### src/rtl/pll_drp_pkg.sv
// rtl/pll_drp_pkg.sv - shared types and constants for the PLL DRP reconfiguration block
package pll_drp_pkg;

  localparam int unsigned DRP_AW = 7;
  localparam int unsigned DRP_DW = 16;

  typedef enum logic [2:0] {
    ST_IDLE,
    ST_HOLD,
    ST_READ,
    ST_WAIT_RD,
    ST_WRITE,
    ST_WAIT_WR,
    ST_ACCEPT,
    ST_WAIT_LOCK
  } state_e;

  // Mask bit 1 keeps the bit read back from the PLL, 0 takes it from the command.
  function automatic logic [DRP_DW-1:0] drp_merge(
    input logic [DRP_DW-1:0] rd,
    input logic [DRP_DW-1:0] mask,
    input logic [DRP_DW-1:0] data
  );
    return (rd & mask) | (data & ~mask);
  endfunction

endpackage

### src/rtl/drp_timeout_cnt.sv
// rtl/drp_timeout_cnt.sv - loadable saturating down-counter with expired flag
module drp_timeout_cnt #(
  parameter int unsigned W = 6
) (
  input  logic         clk,
  input  logic         rst_n,
  input  logic         load_i,
  input  logic [W-1:0] load_val_i,
  input  logic         dec_i,
  output logic         expired_o
);

  logic [W-1:0] cnt_q;

  always_ff @(posedge clk) begin
    if (!rst_n) begin
      cnt_q <= '0;
    end else if (load_i) begin
      cnt_q <= load_val_i;
    end else if (dec_i && (cnt_q != '0)) begin
      cnt_q <= cnt_q - 1'b1;
    end
  end

  assign expired_o = (cnt_q == '0);

endmodule

### src/rtl/pll_drp_reconfig.sv
// rtl/pll_drp_reconfig.sv - read-modify-write PLL DRP sequencer with reset hold and lock wait
module pll_drp_reconfig
  import pll_drp_pkg::*;
#(
  parameter int unsigned RST_HOLD     = 4,
  parameter int unsigned DRDY_TIMEOUT = 64,
  parameter int unsigned LOCK_TIMEOUT = 65536,
  parameter int unsigned LOCK_FILTER  = 4
) (
  input  logic              clk,
  input  logic              rst_n,
  input  logic              cmd_valid,
  output logic              cmd_ready,
  input  logic [DRP_AW-1:0] cmd_addr,
  input  logic [DRP_DW-1:0] cmd_mask,
  input  logic [DRP_DW-1:0] cmd_data,
  input  logic              cmd_last,
  output logic [DRP_AW-1:0] drp_addr,
  output logic [DRP_DW-1:0] drp_di,
  input  logic [DRP_DW-1:0] drp_do,
  output logic              drp_en,
  output logic              drp_we,
  input  logic              drp_rdy,
  output logic              pll_rst,
  input  logic              pll_locked,
  output logic              busy,
  output logic              done,
  output logic              err
);

  localparam int unsigned HOLD_W = $clog2(RST_HOLD + 1);
  localparam int unsigned FILT_W = $clog2(LOCK_FILTER + 1);
  localparam int unsigned DRDY_W = $clog2(DRDY_TIMEOUT);
  localparam int unsigned LOCK_W = $clog2(LOCK_TIMEOUT);

  // Counters load as the access/lock wait begins, so these offsets land done
  // exactly DRDY_TIMEOUT cycles after drp_en and LOCK_TIMEOUT cycles after pll_rst falls.
  localparam logic [DRDY_W-1:0] DRDY_LOAD = DRDY_W'(DRDY_TIMEOUT - 2);
  localparam logic [LOCK_W-1:0] LOCK_LOAD = LOCK_W'(LOCK_TIMEOUT - 1);

  state_e              state_q;
  logic [DRP_AW-1:0]   addr_q;
  logic [DRP_DW-1:0]   mask_q;
  logic [DRP_DW-1:0]   data_q;
  logic                last_q;
  logic [HOLD_W-1:0]   hold_q;
  logic [FILT_W-1:0]   filt_q;
  logic                pll_rst_q, drp_en_q, drp_we_q, done_q, err_q, busy_q, cmd_ready_q;
  logic [DRP_AW-1:0]   drp_addr_q;
  logic [DRP_DW-1:0]   drp_di_q;

  logic cmd_fire;
  logic drdy_load, drdy_dec, drdy_expired;
  logic lock_load, lock_dec, lock_expired;

  assign cmd_fire  = cmd_valid && cmd_ready_q;
  assign drdy_load = (state_q == ST_READ) || (state_q == ST_WRITE);
  assign drdy_dec  = (state_q == ST_WAIT_RD) || (state_q == ST_WAIT_WR);
  assign lock_load = (state_q == ST_WAIT_WR) && drp_rdy && last_q;
  assign lock_dec  = (state_q == ST_WAIT_LOCK);

  drp_timeout_cnt #(.W(DRDY_W)) u_drdy_tmo (
    .clk        (clk),
    .rst_n      (rst_n),
    .load_i     (drdy_load),
    .load_val_i (DRDY_LOAD),
    .dec_i      (drdy_dec),
    .expired_o  (drdy_expired)
  );

  drp_timeout_cnt #(.W(LOCK_W)) u_lock_tmo (
    .clk        (clk),
    .rst_n      (rst_n),
    .load_i     (lock_load),
    .load_val_i (LOCK_LOAD),
    .dec_i      (lock_dec),
    .expired_o  (lock_expired)
  );

  always_ff @(posedge clk) begin
    if (!rst_n) begin
      state_q     <= ST_IDLE;
      addr_q      <= '0;
      mask_q      <= '0;
      data_q      <= '0;
      last_q      <= 1'b0;
      hold_q      <= '0;
      filt_q      <= '0;
      pll_rst_q   <= 1'b0;
      drp_en_q    <= 1'b0;
      drp_we_q    <= 1'b0;
      drp_addr_q  <= '0;
      drp_di_q    <= '0;
      done_q      <= 1'b0;
      err_q       <= 1'b0;
      busy_q      <= 1'b0;
      cmd_ready_q <= 1'b0;
    end else begin
      drp_en_q <= 1'b0;
      drp_we_q <= 1'b0;
      done_q   <= 1'b0;
      err_q    <= 1'b0;
      unique case (state_q)
        ST_IDLE: begin
          cmd_ready_q <= 1'b1;
          if (cmd_fire) begin
            addr_q      <= cmd_addr;
            mask_q      <= cmd_mask;
            data_q      <= cmd_data;
            last_q      <= cmd_last;
            hold_q      <= HOLD_W'(RST_HOLD - 1);
            pll_rst_q   <= 1'b1;
            busy_q      <= 1'b1;
            cmd_ready_q <= 1'b0;
            state_q     <= ST_HOLD;
          end
        end
        ST_HOLD: begin
          if (hold_q == '0) begin
            drp_en_q   <= 1'b1;
            drp_addr_q <= addr_q;
            state_q    <= ST_READ;
          end else begin
            hold_q <= hold_q - 1'b1;
          end
        end
        ST_READ: state_q <= ST_WAIT_RD;
        ST_WAIT_RD: begin
          if (drp_rdy) begin
            drp_di_q <= drp_merge(drp_do, mask_q, data_q);
            drp_en_q <= 1'b1;
            drp_we_q <= 1'b1;
            state_q  <= ST_WRITE;
          end else if (drdy_expired) begin
            pll_rst_q   <= 1'b0;
            done_q      <= 1'b1;
            err_q       <= 1'b1;
            busy_q      <= 1'b0;
            cmd_ready_q <= 1'b1;
            state_q     <= ST_IDLE;
          end
        end
        ST_WRITE: state_q <= ST_WAIT_WR;
        ST_WAIT_WR: begin
          if (drp_rdy) begin
            if (last_q) begin
              pll_rst_q <= 1'b0;
              filt_q    <= '0;
              state_q   <= ST_WAIT_LOCK;
            end else begin
              cmd_ready_q <= 1'b1;
              state_q     <= ST_ACCEPT;
            end
          end else if (drdy_expired) begin
            pll_rst_q   <= 1'b0;
            done_q      <= 1'b1;
            err_q       <= 1'b1;
            busy_q      <= 1'b0;
            cmd_ready_q <= 1'b1;
            state_q     <= ST_IDLE;
          end
        end
        ST_ACCEPT: begin
          if (cmd_fire) begin
            addr_q      <= cmd_addr;
            mask_q      <= cmd_mask;
            data_q      <= cmd_data;
            last_q      <= cmd_last;
            drp_en_q    <= 1'b1;
            drp_addr_q  <= cmd_addr;
            cmd_ready_q <= 1'b0;
            state_q     <= ST_READ;
          end
        end
        ST_WAIT_LOCK: begin
          // A lock completing on the timeout cycle still counts as success.
          if (pll_locked && (filt_q == FILT_W'(LOCK_FILTER - 1))) begin
            done_q      <= 1'b1;
            busy_q      <= 1'b0;
            cmd_ready_q <= 1'b1;
            state_q     <= ST_IDLE;
          end else if (lock_expired) begin
            done_q      <= 1'b1;
            err_q       <= 1'b1;
            busy_q      <= 1'b0;
            cmd_ready_q <= 1'b1;
            state_q     <= ST_IDLE;
          end else begin
            filt_q <= pll_locked ? filt_q + 1'b1 : '0;
          end
        end
        default: state_q <= ST_IDLE;
      endcase
    end
  end

  assign cmd_ready = cmd_ready_q;
  assign drp_addr  = drp_addr_q;
  assign drp_di    = drp_di_q;
  assign drp_en    = drp_en_q;
  assign drp_we    = drp_we_q;
  assign pll_rst   = pll_rst_q;
  assign busy      = busy_q;
  assign done      = done_q;
  assign err       = err_q;

endmodule
### config.mk
export PLATFORM = sky130hd
export DESIGN_NAME = pll_drp_reconfig
export DESIGN_NICKNAME = d
export VERILOG_FILES = /design/src/rtl/pll_drp_pkg.sv /design/src/rtl/drp_timeout_cnt.sv /design/src/rtl/pll_drp_reconfig.sv
export SDC_FILE = /design/constraint.sdc
export NUM_CORES = 1
export LEC_CHECK = 0
export CAP_MARGIN = 20
export CORE_AREA = 4 4 92 94
export DETAILED_ROUTE_END_ITERATION = 8
export DIE_AREA = 0 0 96 98
export DONT_BUFFER_PORTS = 1
export PLACE_DENSITY = 0.77
export SLEW_MARGIN = 20
export SYNTH_ARGS = -nofsm -noshare
export SYNTH_HDL_FRONTEND = slang
export SYNTH_HIERARCHICAL = 1
export SYNTH_SLANG_ARGS = --single-unit
### constraint.sdc
create_clock -name clk -period 2.3 [get_ports clk]
set_input_delay 0.345 -clock clk [delete_from_list [all_inputs] [get_ports clk]]
set_output_delay 0.345 -clock clk [all_outputs]
set_load 0.03 [all_outputs]
Word level (Yosys, flattened, before mapping)
Cells that the tools add are included.
{ "totals": {"reg_bits": 101, "inputBits": 61, "out_inout_bits": 30, "elab_cells": 142} }
{ "classes": {"addsub": 4, "eq_ne": 22, "muxes": 57, "n_bitwise": 5, "n_reduce_logical": 35} }
{ "ops": {"columns": ["op", "n"], "rows": [
  ["$mux 3", 15],
  ["$and 16x16->16", 2],
  ["$mux 16", 2],
  ["$mux 1", 26],
  ["$pmux 3 s8", 1],
  ["$ne 2x2->1 const B", 10],
  ["$logic_not 16->1", 1],
  ["$not 16->16", 1],
  ["$or 16x16->16", 1],
  ["$reduce_bool 16->1", 1],
  ["$sub 16x1->16 const B", 1],
  ["$reduce_and 5->1", 3],
  ["$mux 7", 2],
  ["$pmux 7 s2", 1],
  ["$eq 3x3->1 const B", 4],
  ["$mux 6", 2],
  ["$pmux 3 s2", 2],
  ["$reduce_bool 2->1", 5],
  ["$eq 3x2->1 const B", 3],
  ["$ne 3x3->1 const B", 3],
  ["$pmux 1 s3", 3],
  ["$reduce_and 4->1", 2],
  ["$logic_and 1x1->1", 6],
  ["$logic_not 3->1", 2],
  ["16 further kinds", 24]
]} }

Longest topological paths before layout
{ "logic_depth": {"word_depth": 5, "depth_mapped": 9} }

Cells and area by module
Netlist, hierarchy kept.
{ "modules_own_cells": {"columns": ["module", "n_inst", "cells_per_inst", "area_per_inst_um2", "seq_area_each_um2"], "rows": [
  ["pll_drp_reconfig", 1, 404, 3408.3, 1581.5],
  ["drp_timeout_cnt (u_lock_tmo)", 1, 114, 922.1, 320.3],
  ["drp_timeout_cnt (u_drdy_tmo)", 1, 42, 374.1, 120.1]
]} }

Worst setup path before layout
OpenSTA, ideal clock, no wires.
{ "synth_timing": {"path_kind": "register to register", "from": "reg u_lock_tmo.cnt_q[7]", "to": "reg filt_q[0]", "arrival_ps": 1868, "path_slack_ps": 305, "stages_incl_launch_ff": 8, "path_buffers": 1, "cell_sequence": "dfxtp_1 -> or4_4 -> and4bb_1 -> buf_6 -> a21oi_1 -> o2111a_1 -> mux2i_1 -> nor2_1"} }
{ "synth_between": {"elab_chain_len": 3} }
{ "synth_rtl": {"columns": ["item", "line", "source"], "rows": [
  ["from (decl)", "drp_timeout_cnt.sv:13", "logic [W-1:0] cnt_q;"],
  ["from (signal assigned)", "drp_timeout_cnt.sv:19", "cnt_q <= load_val_i;"],
  ["from (signal assigned)", "drp_timeout_cnt.sv:21", "cnt_q <= cnt_q - 1'b1;"],
  ["$logic_not 16->1", "drp_timeout_cnt.sv:25", "assign expired_o = (cnt_q == '0);"],
  ["named net lock_expired", "pll_drp_reconfig.sv:54", "logic lock_load, lock_dec, lock_expired;"],
  ["$ne 2x2->1 (no source line)", null, null],
  ["$reduce_and 5->1 (no source line)", null, null],
  ["to (signal assigned)", "pll_drp_reconfig.sv:189", "filt_q <= pll_locked ? filt_q + 1'b1 : '0;"],
  ["to (decl)", "pll_drp_reconfig.sv:47", "logic [FILT_W-1:0] filt_q;"]
]} }
The timed path passes the listed nets, and every way through them passes these cells.
A chain may end at the register's enable or synchronous reset.

Worst setup path in the final report
{ "layout_timing": {"from": "reg u_drdy_tmo.cnt_q[0]", "to": "reg state_q[2]"} }
{ "layout_between": {"elab_chain_len": 4, "elab_cells_between_ends": 5} }
{ "layout_rtl": {"columns": ["item", "line", "source"], "rows": [
  ["from (decl)", "drp_timeout_cnt.sv:13", null],
  ["from (signal assigned)", "drp_timeout_cnt.sv:19", null],
  ["from (signal assigned)", "drp_timeout_cnt.sv:21", null],
  ["$logic_not 6->1 *", "drp_timeout_cnt.sv:25", null],
  ["named net drdy_expired", "pll_drp_reconfig.sv:53", "logic drdy_load, drdy_dec, drdy_expired;"],
  ["$mux 3 *", null, null],
  ["$mux 3, on equally long branches", null, null],
  ["$pmux 3 s8 *", null, null],
  ["to (signal assigned)", "pll_drp_reconfig.sv:82", "state_q <= ST_IDLE;"],
  ["to (signal assigned)", "pll_drp_reconfig.sv:115", "state_q <= ST_HOLD;"],
  ["to (signal assigned)", "pll_drp_reconfig.sv:122", "state_q <= ST_READ;"],
  ["to (decl)", "pll_drp_reconfig.sv:41", "state_e state_q;"]
]} }
The timed path passes the listed nets; every way through them passes the cells marked *.

==> out/metrics.csv <==
metric,value,unit
cts_tree,built,
synthSimpleGateAreaFrac,21.14,%
n_antenna_cell,0,
remaining_drc_errors,0,
final_max_slew_viol_count,0,
maxCapViolCount,0,
tightest_slew,513.4,ps
postSynthAreaPerCell,8.401,um^2
synthArstFlopShare,0,%
synth_edf_count,0,
finalSetupViolations,0,
rsz0062_at_grt,false,
fp.dieArea,9408,um^2
crit_required,2550,ps
grt_max_degree,49,
ant_nets,0,
cts_resized,0,
initial_utilization,61.52,%
cts_buffers,9,
crit_fanout,5,
holdWs,98.06,ps
ios,91,
synth_top_area_cell,dfxtp_1,
core,7647,um^2
max_slew_margin,65.29,%
post_cts_buffers,0,
synth_ff_type,dfxtp_1,
synth_warnings,6,
fin_crit,2134,ps
grt_pass1_wl,17.69,mm
clkLatencyLatePin,360,ps
area_growth,7.473,%
clock_sinks,101,
synth.area.mux_share,6.410,%
syn_area,4705,um^2
min_path_type,primary input to flop,
synthXorXnorAreaFrac,2.952,%
fin_util,66.12,%
syn_inst,560,
wl,10.31,mm
firstDrtPassIters,5,
synth_top_family_by_area,simple AND/OR/NAND/NOR gates,
via_per_inst,5.686,
antenna_found_initial,0,
p_per_area,1004,nW/um^2
peakVddDrop,0.4332,mV
overflow,0,
htree_levels,3,
max_freq,468.5,MHz
gp_congestion,0.9431,
grt_pass1_vias,3781,
drtIter0Drc,175,
dp_hpwl,7.368,mm
arrival,2380,ps
final.period_utilization,92.80,%
yosys.area.top_type_share,42.98,%
port_buffers,0,
finalClockSkew,11.08,ps
synth_compound_area_share,19.34,%
avgRoutedWirePerCell,15.18,um
ys_types,61,
ys_seq_area_share,42.98,%
ys_ff_latch,101,
p_leak,1.750,nW
power,5.074,mW
hold_violations,0,
layout-drive-gt1-share,7.972,%
critPathKind,flop to flop,
synth_adder_area_share,1.862,%
grt_usage,23.07,%
num_rows,32,
cts.clk_slew.worst_paths,110,ps
synthTopCellsByArea,"dfxtp_1, a21oi_1, nand2_1",
fp.dieH,98,um
crit_path_start_kind,flop,
cts_buffer_depth,2,
cts.root.buffer_cell,clkbuf_8,
crit_path_end_kind,flop,
fillers,685,
vias,3861,
die_w,96,um
status,completed,
cts_hold_buf,0,
finalSetupTns,0,ps
fin_nets,640,
==> flip-flops by register name, summed over array words and instances (netlist names), 3 cells and up <==
name              count
addr_q                7
filt_q                3
u_drdy_tmo/cnt_q      6
drp_addr              7
drp_di               16
u_lock_tmo/cnt_q     16
state_q               3
mask_q               16
hold_q                3
data_q               16
==> metal layers <==
layer / global-route usage, % / part of all wire (%) / routed length, um / vias up
met5: 0 / 0 / 0 / -
met1: 30.18 / 42 / 4371 / 1788
li1: - / - / - / 1953
met2: 36.48 / 48 / 4981 / 107
met3: 6.086 / 7.8 / 806 / 13
met4: 7.987 / 1.4 / 146 / 0
==> kinds of logic after synthesis <==
| logic type | after synthesis |
|---|---|
| simple gates | 206 |
| compound gates | 148 |
| flops | 101 |
| buf+inv | 51 |
| mux | 30 |
| xor+xnor | 15 |
| fa+ha+maj | 7 |
| other cells | 2 |
==> power by group <==
part,total (mW),switching [mW],internal [mW]
logic,1.57,0.915,0.655
registers,2.44,0.411,2.03
clock network,1.06,0.645,0.416
total,5.07,1.97,3.10
==> worst max-delay path: stages, from the launching register on <==
cell and delay, ps:
dfxtp_1 320, inv_1 110, ha_1 190, or4b_4 500, nor2_1 280, nor2b_1 320
o21ai_0 120, nand2b_1 90, a31oi_1 90
==> per-stage QoR <==
step / std cells / cell area (um^2) / setup WS [ps]
floorplan: 580 / 4780 / 304.8
global placement: 663 / 4875 / 288.5
detailed placement: 663 / 4875 / 238.0
CTS: 679 / 5056 / 201.8
global route: 679 / 5056 / 23.59
finish: 679 / 5056 / 165.5
==> cells in the final DEF (no fill, tap or decap), types with 3 or more instances in the layout <==
master / n
xnor2_1: 14
or3_1: 3
dfxtp_1: 101
nor2_1: 45
nor3_1: 13
conb_1: 22
a22o_1: 3
buf_4: 14
mux2i_1: 29
inv_6: 3
a211oi_1: 26
nor4_1: 4
clkbuf_8: 9
nor2b_1: 7
o21ai_0: 28
a21oi_1: 73
nand2_1: 96
ha_1: 7
nand2b_1: 6
and2_1: 4
nand4_1: 3
inv_1: 15
==> area by class of cell <==
class	count	area, um^2	share of cell area [%]
multi-input combinational	428	2520	49.84
sequential	101	2022	39.99
clock buffer	10	127.6	2.524
inverter	16	60.06	1.188
tap	102	127.6	2.524
clock inverter	6	53.80	1.064
timing repair buffer	16	145.1	2.871
==> synthesized netlist by cell type (all sizes together) (6+ instances only) <==
cell type,number
nor3,15
clkbuf,14
dfxtp,101
a21oi,73
xnor2,14
mux2i,29
ha,7
nand2b,6
inv,16
buf,20
nor2,46
o21ai,29
nor2b,7
a211oi,28
nand2,96
==> worst paths after layout <==
check,start,to,slack (ps),cells after the start
worst max register to register,u_drdy_tmo/cnt_q[0]$_SDFFE_PN0P_,state_q[2]$_SDFFE_PN0P_,170,8
worst min register to register,data_q[6]$_SDFFE_PN0P_,data_q[6]$_SDFFE_PN0P_,460,2
worst min-delay path,cmd_data[9],data_q[9]$_SDFFE_PN0P_,100,2
worst max-delay path,u_drdy_tmo/cnt_q[0]$_SDFFE_PN0P_,state_q[2]$_SDFFE_PN0P_,170,8
No activity file was read; power rests on OpenSTA's default activity.
